$ cat src/rtl/multicycle_ctrl.sv
// Multi-cycle MIPS control FSM: IF/ID/EXE/MEM/WB sequencing with HALT; optional perf counters (CTRL_PERF_CNT_EN).
// Latency: j/nop 2, beq 3, R/addi/ori 4, sw 4+wait, lw 5+wait cycles; outputs are combinational from state.
// Backpressure: holds in MEM with strobes asserted while mem_ready=0 (no timeout); mem_ready ignored elsewhere.
module multicycle_ctrl #(
   parameter int         CNT_W   = 32,
   parameter logic [5:0] HALT_OP = 6'b111111
) (
   input  logic       CLK,
   input  logic       Reset,
   input  logic [5:0] op,
   input  logic [5:0] funct,
   input  logic       zero,
   input  logic       mem_ready,
   output logic [2:0] state,
   output logic       IRWre,
   output logic       PCWre,
   output logic [1:0] PCSrc,
   output logic       ExtSel,
   output logic       ALUSrcB,
   output logic [2:0] ALUOp,
   output logic       RegDst,
   output logic       RegWre,
   output logic       DBDataSrc,
   output logic       MemRd,
   output logic       MemWr
`ifdef CTRL_PERF_CNT_EN
   ,
   output logic [CNT_W-1:0] cycle_cnt,
   output logic [CNT_W-1:0] instr_cnt
`endif
);

   typedef enum logic [2:0] {
      S_IF   = 3'd0,
      S_ID   = 3'd1,
      S_EXE  = 3'd2,
      S_MEM  = 3'd3,
      S_WB   = 3'd4,
      S_HALT = 3'd5
   } state_t;

   localparam logic [5:0] OP_R    = 6'b000000;
   localparam logic [5:0] OP_ADDI = 6'b001000;
   localparam logic [5:0] OP_ORI  = 6'b001101;
   localparam logic [5:0] OP_LW   = 6'b100011;
   localparam logic [5:0] OP_SW   = 6'b101011;
   localparam logic [5:0] OP_BEQ  = 6'b000100;
   localparam logic [5:0] OP_J    = 6'b000010;

   localparam logic [2:0] ALU_ADD = 3'b000;
   localparam logic [2:0] ALU_SUB = 3'b001;
   localparam logic [2:0] ALU_AND = 3'b010;
   localparam logic [2:0] ALU_OR  = 3'b011;

   state_t state_q, state_d;

   logic       is_r, is_addi, is_ori, is_lw, is_sw, is_beq, is_j, is_halt;
   logic       r_ok, exe_ok;
   logic       ext_dec, srcb_dec;
   logic [2:0] alu_dec;

   // Instruction decode; op/funct are stable from ID through the last cycle of the instruction.
   always_comb begin
      is_r    = (op == OP_R);
      is_addi = (op == OP_ADDI);
      is_ori  = (op == OP_ORI);
      is_lw   = (op == OP_LW);
      is_sw   = (op == OP_SW);
      is_beq  = (op == OP_BEQ);
      is_j    = (op == OP_J);
      is_halt = (op == HALT_OP);
      r_ok    = 1'b1;
      alu_dec = ALU_ADD;
      if (is_r) begin
         case (funct)
            6'b100000: alu_dec = ALU_ADD;
            6'b100010: alu_dec = ALU_SUB;
            6'b100100: alu_dec = ALU_AND;
            6'b100101: alu_dec = ALU_OR;
            default:   r_ok    = 1'b0;
         endcase
      end else if (is_ori) begin
         alu_dec = ALU_OR;
      end else if (is_beq) begin
         alu_dec = ALU_SUB;
      end
      // Instructions that need an EXE cycle; anything else falls through as a nop.
      exe_ok   = (is_r && r_ok) || is_addi || is_ori || is_lw || is_sw || is_beq;
      ext_dec  = is_addi || is_lw || is_sw || is_beq;
      srcb_dec = is_addi || is_ori || is_lw || is_sw;
   end

   // Next-state and control outputs; reset forces all enables low and returns to IF.
   always_comb begin
      state_d   = state_q;
      IRWre     = 1'b0;
      PCWre     = 1'b0;
      PCSrc     = 2'b00;
      ExtSel    = 1'b0;
      ALUSrcB   = 1'b0;
      ALUOp     = ALU_ADD;
      RegDst    = 1'b0;
      RegWre    = 1'b0;
      DBDataSrc = 1'b0;
      MemRd     = 1'b0;
      MemWr     = 1'b0;
      case (state_q)
         S_IF: begin
            IRWre   = 1'b1;
            state_d = S_ID;
         end
         S_ID: begin
            if (is_j) begin
               PCWre   = 1'b1;
               PCSrc   = 2'b10;
               state_d = S_IF;
            end else if (is_halt) begin
               state_d = S_HALT;
            end else if (!exe_ok) begin
               PCWre   = 1'b1;
               state_d = S_IF;
            end else begin
               state_d = S_EXE;
            end
         end
         S_EXE: begin
            ExtSel  = ext_dec;
            ALUSrcB = srcb_dec;
            ALUOp   = alu_dec;
            if (is_beq) begin
               PCWre   = 1'b1;
               PCSrc   = zero ? 2'b01 : 2'b00;
               state_d = S_IF;
            end else if (is_lw || is_sw) begin
               state_d = S_MEM;
            end else begin
               state_d = S_WB;
            end
         end
         S_MEM: begin
            ExtSel  = ext_dec;
            ALUSrcB = srcb_dec;
            ALUOp   = alu_dec;
            MemRd   = is_lw;
            MemWr   = is_sw;
            if (mem_ready) begin
               if (is_sw) begin
                  PCWre   = 1'b1;
                  state_d = S_IF;
               end else begin
                  state_d = S_WB;
               end
            end
         end
         S_WB: begin
            ExtSel    = ext_dec;
            ALUSrcB   = srcb_dec;
            ALUOp     = alu_dec;
            RegWre    = 1'b1;
            RegDst    = is_r;
            DBDataSrc = is_lw;
            PCWre     = 1'b1;
            state_d   = S_IF;
         end
         S_HALT: state_d = S_HALT;
         default: state_d = S_IF;
      endcase
      if (Reset) begin
         IRWre   = 1'b0;
         PCWre   = 1'b0;
         RegWre  = 1'b0;
         MemRd   = 1'b0;
         MemWr   = 1'b0;
         state_d = S_IF;
      end
   end

   // State register.
   always_ff @(posedge CLK) begin
      state_q <= state_d;
   end

   assign state = state_q;

`ifdef CTRL_PERF_CNT_EN
   logic [CNT_W-1:0] cycle_cnt_q, cycle_cnt_d;
   logic [CNT_W-1:0] instr_cnt_q, instr_cnt_d;

   // Counters advance outside HALT only; PCWre marks each retired instruction.
   always_comb begin
      cycle_cnt_d = cycle_cnt_q;
      instr_cnt_d = instr_cnt_q;
      if (Reset) begin
         cycle_cnt_d = '0;
         instr_cnt_d = '0;
      end else begin
         if (state_q != S_HALT) cycle_cnt_d = cycle_cnt_q + CNT_W'(1);
         if (PCWre)             instr_cnt_d = instr_cnt_q + CNT_W'(1);
      end
   end

   // Counter registers.
   always_ff @(posedge CLK) begin
      cycle_cnt_q <= cycle_cnt_d;
      instr_cnt_q <= instr_cnt_d;
   end

   assign cycle_cnt = cycle_cnt_q;
   assign instr_cnt = instr_cnt_q;
`endif

endmodule
$ cat config.mk
export PLATFORM = sky130hd
export DESIGN_NAME = multicycle_ctrl
export DESIGN_NICKNAME = d
export VERILOG_FILES = /design/src/rtl/multicycle_ctrl.sv
export SDC_FILE = /design/constraint.sdc
export NUM_CORES = 1
export LEC_CHECK = 0
export CORE_AREA = 2 2 40 51
export CTS_CLUSTER_DIAMETER = 100
export DETAILED_ROUTE_END_ITERATION = 10
export DIE_AREA = 0 0 42 53
export DONT_BUFFER_PORTS = 1
export SYNTH_ARGS = -nofsm -noshare
export SYNTH_HDL_FRONTEND = slang
export SYNTH_SLANG_ARGS = --single-unit
$ cat constraint.sdc
create_clock -name CLK -period 4.35 [get_ports CLK]
set_clock_uncertainty 0.05 [all_clocks]
set_input_delay 0.6525 -clock CLK [delete_from_list [all_inputs] [get_ports CLK]]
set_output_delay 0.6525 -clock CLK [all_outputs]
set_load 0.02 [all_outputs]
Word level (Yosys, flattened, before mapping)
Index checks and enable logic that the tools add are counted.
{ "word_totals": {"regBits": 3, "latchBits": 0, "ram_bits": 0, "romBits": 0, "inputBits": 16, "output_inout_bits": 17, "wordCells": 74, "memories": 0} }
{ "classes": {"addsub": 0, "multipliers": 0, "div_mod_pow": 0, "n_lt_le_gt_ge": 0, "eq_ne": 17, "shift": 0, "muxes": 39, "bitwise": 0, "n_reduce_logical": 17} }
{ "op_table": {"columns": ["operator", "count"], "rows": [
  ["$eq A6 B6 Y1 const B", 7],
  ["$mux W1", 24],
  ["$mux W3", 8],
  ["$pmux W3 S5", 1],
  ["$eq A6 B4 Y1 const B", 2],
  ["$logic_or A1 B1 Y1", 12],
  ["$eq A3 B2 Y1 const B", 2],
  ["$eq A3 B3 Y1 const B", 2],
  ["$eq A6 B2 Y1 const B", 1],
  ["$eq A6 B3 Y1 const B", 1],
  ["$logic_not A6 Y1", 1],
  ["$mux W2", 3],
  ["$pmux W2 S3", 1],
  ["$pmux W1 S4", 1],
  ["$pmux W2 S2", 1],
  ["$reduce_or A4 Y1", 1],
  ["$eq A3 B1 Y1 const B", 1],
  ["$logic_not A3 Y1", 1],
  ["$reduce_or A3 Y1", 1],
  ["$ne A2 B2 Y1 const B", 1],
  ["$logic_and A1 B1 Y1", 1]
]} }

Logic depth before layout (Yosys ltp)
Gate-level depths: netlist (run 1).
{ "depth": {"word_depth": 15, "mapped_depth": 5} }

Least setup slack after synthesis (run 1)
Ideal clock, no wire load.
{ "synth_path": {"kind": "input port to output port", "start": "in op[1]", "end": "out PCWre", "arrival_time_ps": 2208, "t_required_ps": 3648, "setup_slack_ps": 1440, "path_stages": 5, "cell_sequence": "buf_6 -> or4_4 -> nor4b_2 -> o21ai_1 -> a311oi_1"} }
{ "synth_via": {"elab_chain_len": 13} }
{ "synth_rtl": {"columns": ["element", "line", "text"], "rows": [
  ["from (decl)", "10", "input logic [5:0] op,"],
  ["$logic_not A6 Y1", "64", "is_r = (op == OP_R);"],
  ["$mux W1", "74", "if (is_r) begin"],
  ["$logic_and A1 B1 Y1", "88", "exe_ok = (is_r && r_ok) || is_addi || is_ori || is_lw || is_sw || is_beq;"],
  ["$logic_or A1 B1 Y1 (5 in series)", "88", null],
  ["$mux W1", "119", "end else if (!exe_ok) begin"],
  ["$mux W1", "117", "end else if (is_halt) begin"],
  ["$mux W1", "113", "if (is_j) begin"],
  ["$pmux W1 S4 (*)", "107", "case (state_q)"],
  ["$mux W1 (*)", "168", "if (Reset) begin"],
  ["to (decl)", "16", "output logic PCWre,"]
]} }
Every way passes the cells marked *; elsewhere a longest branch is shown, timed or not.

Final worst setup path (run 1)
{ "layout_path": {"start": "in op[0]", "end": "out PCWre"} }
Same word-level chain as after synthesis.

==> flow_summary_export.csv, run 1 <==
group,metric,value,unit
critical_path,crit_chain,"or4_4 -> nor4b_2 -> o21ai_1 -> a311oi_1",
die,initial_core_util,37.6,%
yosys,synthTopCellsByArea,"dfxtp_1 9.3%, nor3_1 5.4%, nor2_1 4.6%, nor4_2 3.9%, buf_6 3.5%",
cts,cts_resized,0,
die,io_pins,33,
layout,largest_register_ffs,3,
grt,grt_max_degree,14,
critical_path,criticalPathCategory,"in -> out",
yosys,ys_warn_count,0,
yosys,synth_fa_ha_area_share,0,%
yosys,seq_area_frac_synth,9.27,%
pwr,clkPwrFrac,45.2,%
yosys,synth_seq_cells,3,
grt,grt_pass1_vias,572,
pwr,p_switching,0.0000355,W
timing,fin_setup_tns,0,ps
yosys,ys.flop_type,"dfxtp_1",
layout,antenna_cells,0,
route,drtIter0Drc,17,
cts,postCtsSetupBuffers,0,
layout,postLayoutCellArea,624,µm²
placed_design,placed_cell_area,598,µm²
timing,slew_violations,0,
route,drc_errors,0,
cts,clock_sinks,3,
pwr,power_leakage,0.174,nW
timing,finalCritPeriodShare,66.5,%
critical_path,endpoint_kind,"output port",
critical_path,start_kind,"primary input",
hold_path,hp-class,"in -> reg",
timing,hold_viol,0,
timing,rsz0062_at_grt,"false",
route,routedWlPerCell,15.6,µm
yosys,synthMostInstantiatedCell,"nor2_1",
grt,grt_use_total,15.3,%
cts,cts_hold_buf,0,
cts,clkTransAtPathRegs,40,ps
yosys,synth.cell_area,648,µm²
grt,grt_pass1_wl,2.63,mm
yosys,yosysTopAreaCell,"dfxtp_1",
cts,cts-buffers-inserted,3,
cts,clock-root-buffer,"clkbuf_4",
status,outcome,"complete, no violations",
timing,min_period,2890,ps
pwr,seq_power_share,31.2,%
route,wirelength,1.62,mm
layout,area_delta_synth_final,-3.67,%
die,rows,17,
placed_design,place_congestion,0.865,
critical_path,rrSetupSlack,2630,ps
route,avgViaCountPerCell,6.26,
pwr,powerDensity,178,nW/µm²
cts,htree_num_levels,1,
critical_path,cp_max_fo,8,
critical_path,critical_path.startpoint,"op[0]",
layout,drive_above_1_share,15.3,%
grt,antenna_found_initial,0,
pwr,p_sw_share,32.0,%
yosys,synth_cells,89,
critical_path,critical_path.max_stage_delay,670,ps
route,route.vias.total,651,
die,die_area,2230,µm²
critical_path,cp-endpoint,"PCWre",
timing,worst_pin_slew,870,ps
yosys,muxShareOfSynthArea,1.54,%
pwr,vdd.ir_drop.worst,0.0000753,V
placed_design,portBuffers,0,
layout,layout.nets,102,
run,drv_cap,0,
timing,setup_violations,0,
route,drtAntennaViolNets,0,
yosys,synth_common_cells,"8 x nor2_1, 7 x nor3_1, 5 x nand2_1",
critical_path,r2r_end,"state[1]$_SDFFE_PP0P_",
yosys,synth-xor-area-share,2.70,%
die,die_x,42,µm
timing,slew_headroom,41.5,%
yosys,synth-edff-count,0,
die,die_h,53,µm
yosys,syn-num-nets,105,
cts,clockBufferDepth,2,
critical_path,crit_slowest_cell,"a311oi_1",
placed_design,hpwl,1.26,mm
route,first_pass_iters,4,
yosys,synthDistinctLibCells,49,
critical_path,reg2reg_from,"state[0]$_SDFFE_PP0P_",
critical_path,cp.required,3650,ps
yosys,yosys.area_share.simple,49.6,%
cts,cts_tree,"yes",
grt,grt_overflow,0,
yosys,synth_compound_area_share,23.2,%
yosys,synth_top_family_by_area,"simple AND/OR/NAND/NOR gates",
pwr,p_int,0.0000754,W
timing,fmax,0.346,GHz
critical_path,worstRegToRegCells,4,
yosys,postSynthAreaPerCell,7.28,µm²
pwr,power.share.combinational,23.6,%
cts,clock_latency,240,ps
yosys,yosysTopAreaCellShare,9.27,%
die,core_area,1720,µm²
critical_path,worstPathArrival,2190,ps
yosys,synthArstFlopShare,0,%
[power groups by stage]
stage,sequential [W],clock (W),combinational (W)
after floorplan,0.0000318,0,0.0000357
after global placement,0.0000350,0,0.0000260
after detailed placement,0.0000349,0,0.0000261
after CTS,0.0000345,0.0000517,0.0000262
after global routing,0.0000351,0.0000521,0.0000290
final,0.0000346,0.0000501,0.0000262
[worst max-delay path, delay by kind of cell]
kind / cells / cell delay (ps)
AOI/OAI and AO/OA: 2 / 780
and+or+nand+nor: 2 / 760
[area by class of cell]
type / count / area, µm²
clock buffer: 4 / 26.3
inverter: 3 / 11.3
tap: 19 / 23.8
sequential: 3 / 60.1
fill: 194 / 1100
multi-input combinational: 75 / 503
[placed cells by master, fill, tap and decap left out, types with 2 or more instances in the layout]
master / instances
a21oi_1: 4
and2b_2: 2
and3_1: 2
clkbuf_4: 3
dfxtp_1: 3
inv_1: 3
nand2_1: 5
nand2b_1: 2
nand3_1: 3
nand3b_1: 2
nand4_1: 2
nand4b_1: 2
nor2_1: 8
nor3_1: 7
nor3b_1: 2
nor4_1: 2
nor4_2: 2
o21ai_0: 2
o21ai_1: 3
[layer usage]
layer / track usage, % / share of wire (%)
met5: 0 / 0
met4: 8.06 / 1.7
met2: 25.0 / 47
met3: 3.07 / 8.3
met1: 18.9 / 43
[metrics by stage]
step                hold WS, ps  cells  power [W]  util, %  setup slack (ps)
floorplan                   631     89  0.0000675        -              1440
global placement            677    100  0.0000610     34.7              1460
detailed placement          679    100  0.0000610     34.7              1440
CTS                         429    104   0.000112     36.2              1440
global route                434    104   0.000116     36.2              1380
finish                      437    104   0.000111     36.2              1460
[worst min path at each step]
stage | slack [ps] | cells after the start | startpoint | endpoint
floorplan | 630 | 2 | state[1]$_SDFFE_PP0P_ | state[2]$_SDFFE_PP0P_
global placement | 680 | 1 | Reset | state[1]$_SDFFE_PP0P_
detailed placement | 680 | 1 | Reset | state[1]$_SDFFE_PP0P_
CTS | 430 | 1 | Reset | state[1]$_SDFFE_PP0P_
global route | 430 | 1 | Reset | state[1]$_SDFFE_PP0P_
finish | 440 | 1 | Reset | state[1]$_SDFFE_PP0P_
[cell families after synthesis]
group / count (synthesis)
flip-flops: 3
XOR/XNOR: 2
other: 1
AND/OR/NAND/NOR: 50
multiplexers: 1
buffers and inverters: 11
AO/OA/AOI/OAI: 21
Power figures use the tool's default switching activity.
==> run 2: changes to the inputs <==
==> constraint.sdc (replaced) <==
create_clock -name CLK -period 2.65 [get_ports CLK]
set_clock_uncertainty 0.05 [all_clocks]
set_input_delay 0.3975 -clock CLK [delete_from_list [all_inputs] [get_ports CLK]]
set_output_delay 0.3975 -clock CLK [all_outputs]
set_load 0.02 [all_outputs]
==> run 2 against run 1 <==
  * Sequential share of layout area is 0.94 points lower
  * Global-route usage increased by 0.20 points
  * Sequential cell count unchanged
  * Critical path depth decreased by 1
  * First-iteration DRC count increased by 35%
  * Cell count is 8.7% higher
  * Clock power rose by 62%
  * Die area unchanged
  * Critical path type unchanged
==> flow_summary_export.csv, run 2 (synthesis results as in run 1) <==
group,metric,value,unit
status,outcome,"complete, no violations",
layout,antenna_cells,0,
grt,grt_pass1_vias,638,
timing,fin_setup_tns,0,ps
route,avgViaCountPerCell,6.26,
die,initial_core_util,37.6,%
die,die_area,2230,µm²
grt,grt_max_degree,14,
cts,cts_hold_buf,0,
hold_path,hp-class,"in -> reg",
pwr,p_switching,0.0000577,W
route,drtIter0Drc,23,
grt,grt_overflow,0,
placed_design,hpwl,1.27,mm
timing,hold_viol,0,
route,first_pass_iters,4,
route,wirelength,1.65,mm
layout,ff_latch_area,60.1,µm²
layout,multi_input_area,503,µm²
critical_path,rrSetupSlack,1110,ps
cts,cts-buffers-inserted,3,
pwr,vdd.ir_drop.worst,0.0000725,V
layout,layout.nets,111,
pwr,p_int,0.000128,W
pwr,clkPwrFrac,43.7,%
cts,clock-root-buffer,"clkbuf_4",
pwr,powerDensity,269,nW/µm²
grt,grt_use_total,15.5,%
pwr,p_sw_share,31.0,%
layout,largest_register_ffs,3,
critical_path,worstPathArrival,1770,ps
cts,cts_tree,"yes",
timing,min_period,2220,ps
route,drc_errors,0,
pwr,power_leakage,0.222,nW
timing,finalCritPeriodShare,83.8,%
cts,clock_sinks,3,
layout,area_delta_synth_final,6.76,%
pwr,power.share.combinational,27.4,%
cts,clock_latency,240,ps
layout,layout_commonest_cell,"buf_4",
critical_path,cp.required,2200,ps
critical_path,cp_max_fo,8,
route,routedWlPerCell,14.6,µm
critical_path,endpoint_kind,"output port",
critical_path,reg2reg_from,"state[2]$_SDFFE_PP0P_",
layout,drive_above_1_share,23.4,%
die,die_x,42,µm
timing,slew_headroom,61.8,%
critical_path,crit_chain,"or4_4 -> or3b_4 -> a31oi_1",
placed_design,portBuffers,0,
layout,fillers,195,
cts,clockBufferDepth,2,
timing,slew_violations,0,
timing,fmax,0.450,GHz
timing,setup_violations,0,
cts,htree_num_levels,1,
die,core_area,1720,µm²
die,rows,17,
placed_design,place_congestion,0.823,
route,route.vias.total,707,
die,io_pins,33,
layout,postLayoutCellArea,692,µm²
grt,antenna_found_initial,0,
placed_design,placed_cell_area,666,µm²
critical_path,start_kind,"primary input",
cts,cts_resized,0,
critical_path,critical_path.startpoint,"op[0]",
timing,rsz0062_at_grt,"false",
critical_path,crit_slowest_cell,"or4_4",
critical_path,criticalPathCategory,"in -> out",
grt,grt_pass1_wl,2.66,mm
critical_path,critical_path.max_stage_delay,530,ps
cts,clkTransAtPathRegs,30,ps
timing,worst_pin_slew,572,ps
route,drtAntennaViolNets,0,
layout,final_cell_mix,"9 x buf_4, 8 x nor2_1, 7 x nor3_1",
cts,postCtsSetupBuffers,0,
run,drv_cap,0,
die,die_h,53,µm
pwr,seq_power_share,28.9,%
hold_path,worstHoldStart,"Reset",
## run 2: critical path, delay by kind of cell
| kind | cells | cell delay, ps |
|---|---|---|
| AOI/OAI and AO/OA | 1 | 420 |
| and+or+nand+nor | 2 | 950 |
## run 2: power groups by stage
stage	registers, W	logic, W	clock network (W)
global route	0.0000543	0.0000559	0.0000882
detailed placement	0.0000542	0.0000507	0
global placement	0.0000543	0.0000507	0
finish	0.0000538	0.0000509	0.0000812
floorplan	0.0000522	0.0000586	0
CTS	0.0000536	0.0000510	0.0000833
## run 2: metrics by stage
stage | hold slack (ps) | std cells | worst slack, ps | power (W) | util [%]
after detailed placement | 423 | 109 | 423 | 0.000105 | 38.6
after floorplan | 417 | 89 | 250 | 0.000111 | -
after global routing | 174 | 113 | 292 | 0.000198 | 40.2
after CTS | 177 | 113 | 406 | 0.000188 | 40.2
after global placement | 421 | 109 | 430 | 0.000105 | 38.6
final | 181 | 113 | 429 | 0.000186 | 40.2
## run 2: area by class of cell
class / instances / area share [%]
multi-input cells: 75 / 72.7
repair buffers: 9 / 9.76
flip-flops and latches: 3 / 8.68
clock buffers: 4 / 3.80
well taps: 19 / 3.44
inverters: 3 / 1.63
## run 2: metal layers
metal	part of all wire (%)	global-route usage [%]	vias up
met5	0	0	-
met4	1.0	8.06	0
met3	6.1	3.07	2
met2	50	27.3	27
met1	43	17.6	333
li1	-	-	345
## run 2: worst paths after layout
path / depth (start not counted) / to
min reg2reg: 3 / state[0]$_SDFFE_PP0P_
max: 3 / ALUOp[0]
min: 1 / state[1]$_SDFFE_PP0P_
max reg2reg: 4 / state[1]$_SDFFE_PP0P_
==> run 3: changes to the inputs <==
==> constraint.sdc (replaced) <==
create_clock -name CLK -period 2.1 [get_ports CLK]
set_clock_uncertainty 0.05 [all_clocks]
set_input_delay 0.315 -clock CLK [delete_from_list [all_inputs] [get_ports CLK]]
set_output_delay 0.315 -clock CLK [all_outputs]
set_load 0.02 [all_outputs]
==> run 3 against run 2 <==
  * Critical path depth did not move
  * Worst hold slack lost 84 ps
  * Die area did not move
  * Clock power is 26% higher
  * Cell count up 3.5%
  * Via count rose by 2.8%
  * Count of clock-buffer cells in the layout is the same
  * Worst setup slack got worse by 340 ps
  * Sequential share of layout area decreased by 0.37 points
  * Combinational power is 50% higher
  * Sequential cell count is the same
  * Register-to-register slack got worse by 350 ps
  * Critical endpoint is now PCSrc[0]
  * Largest power group unchanged
==> flow_summary_export.csv, run 3 (synthesis results as in run 1) <==
group,metric,value,unit
status,outcome,"complete, no violations",
layout,ff_latch_area,61.3,µm²
die,die_area,2230,µm²
grt,grt_use_total,19.1,%
cts,postCtsSetupBuffers,0,
pwr,powerDensity,329,nW/µm²
layout,stdcell_count,117,
route,routedWlPerCell,15.6,µm
die,core_area,1720,µm²
cts,cts_hold_buf,0,
hold_path,worstHoldStart,"Reset",
grt,grt_max_degree,12,
timing,fmax,0.497,GHz
cts,cts_tree,"yes",
cts,clock_latency,230,ps
hold_path,worstHoldEndpoint,"state[0]$_SDFFE_PP0P_",
pwr,vdd.ir_drop.worst,0.000128,V
critical_path,r2r_end,"state[1]$_SDFFE_PP0P_",
layout,postLayoutCellArea,738,µm²
pwr,power_leakage,0.247,nW
layout,final_cell_mix,"13 x buf_4, 8 x nor2_1, 7 x nor3_1",
layout,post-route-util,42.8,%
critical_path,crit_slowest_cell,"or4_4",
die,initial_core_util,37.6,%
layout,fillers,179,
critical_path,crit_chain,"or4_4 -> or3b_4 -> nor4_4",
placed_design,portBuffers,0,
cts,clock-root-buffer,"clkbuf_4",
timing,finalCritPeriodShare,95.8,%
layout,largest_register_ffs,3,
layout,antenna_cells,0,
cts,cts_resized,0,
die,die_h,53,µm
timing,hold_ws,97.3,ps
placed_design,place_congestion,0.821,
timing,setup_violations,0,
timing,min_period,2010,ps
critical_path,criticalPathCategory,"in -> out",
route,wirelength,1.82,mm
critical_path,cp_max_fo,8,
layout,layout.nets,115,
grt,grt_pass1_vias,701,
route,avgViaCountPerCell,6.21,
timing,rsz0062_at_grt,"false",
critical_path,cpLargestDelayFamily,"simple AND/OR/NAND/NOR gates",
die,die_x,42,µm
critical_path,path_buf_inv,0,
grt,grt_pass1_wl,3.28,mm
route,drtAntennaViolNets,0,
critical_path,endpoint_kind,"output port",
cts,cts-buffers-inserted,3,
cts,clock_sinks,3,
route,drtIter0Drc,21,
grt,antenna_found_initial,0,
hold_path,holdPathStages,1,
layout,multi_input_area,518,µm²
timing,hold_viol,0,
grt,grt_overflow,0,
route,first_pass_iters,5,
critical_path,worstPathArrival,1650,ps
layout,layout_commonest_cell,"buf_4",
critical_path,start_kind,"primary input",
hold_path,hp-class,"in -> reg",
critical_path,reg2reg_from,"state[0]$_SDFFE_PP0P_",
timing,fin_setup_tns,0,ps
die,rows,17,
cts,clockBufferDepth,2,
route,route.vias.total,727,
critical_path,worstRegToRegCells,4,
layout,area_delta_synth_final,13.9,%
cts,clkTransAtPathRegs,40,ps
die,io_pins,33,
placed_design,dp_cells,113,
route,drc_errors,0,
cts,htree_num_levels,1,
critical_path,critical_path.max_stage_delay,540,ps
layout,drive_above_1_share,28.6,%
critical_path,rrSetupSlack,760,ps
timing,slew_violations,0,
critical_path,cp.required,1740,ps
placed_design,placed_cell_area,711,µm²
placed_design,hpwl,1.44,mm
run,drv_cap,0,
## run 3: cell count changes in the layout (fill, tap and decap cells not counted)
cell,previous run,this run
dfxtp_1,3,2
dfxtp_2,0,1
nor4_2,2,1
a311oi_1,1,0
a311oi_2,0,1
nor4_4,0,1
buf_4,9,13
## run 3: report_power, final
group	switching (W)	internal [W]	total [W]
logic	0.0000417	0.0000345	0.0000763
clock network	0.0000306	0.0000713	0.000102
registers	0.00000445	0.0000603	0.0000647
## run 3: worst max-delay path by stage
stage | start | to | cells past startpoint
floorplan | op[1] | ALUOp[0] | 4
global placement | op[0] | PCSrc[0] | 3
detailed placement | op[0] | PCSrc[0] | 3
CTS | state[0]$_SDFFE_PP0P_ | PCWre | 5
global route | op[0] | PCSrc[0] | 3
finish | op[0] | PCSrc[0] | 3
## run 3: metal layers
metal | part of all wire, % | wire (µm) | vias up | GRT usage, %
met4 | 1.5 | 28 | 0 | 10.2
met1 | 43 | 782 | 342 | 24.5
met2 | 50 | 906 | 27 | 31.5
met3 | 5.7 | 103 | 4 | 1.71
li1 | - | - | 354 | -
met5 | 0 | 0 | - | 0
## run 3: area by class of cell
| type | instances | area share [%] |
|---|---|---|
| Sequential cell | 3 | 8.31 |
| Inverter | 3 | 1.53 |
| Multi-Input combinational cell | 75 | 70.2 |
| Clock buffer | 4 | 3.56 |
| Timing Repair Buffer | 13 | 13.2 |
| Tap cell | 19 | 3.22 |
## run 3: through the flow
| stage | power [W] | setup slack (ps) |
|---|---|---|
| floorplan | 0.000143 | -4.86 |
| global placement | 0.000139 | 93.3 |
| detailed placement | 0.000140 | 82.1 |
| CTS | 0.000247 | 59.9 |
| global route | 0.000261 | 33.1 |
| finish | 0.000243 | 87.9 |
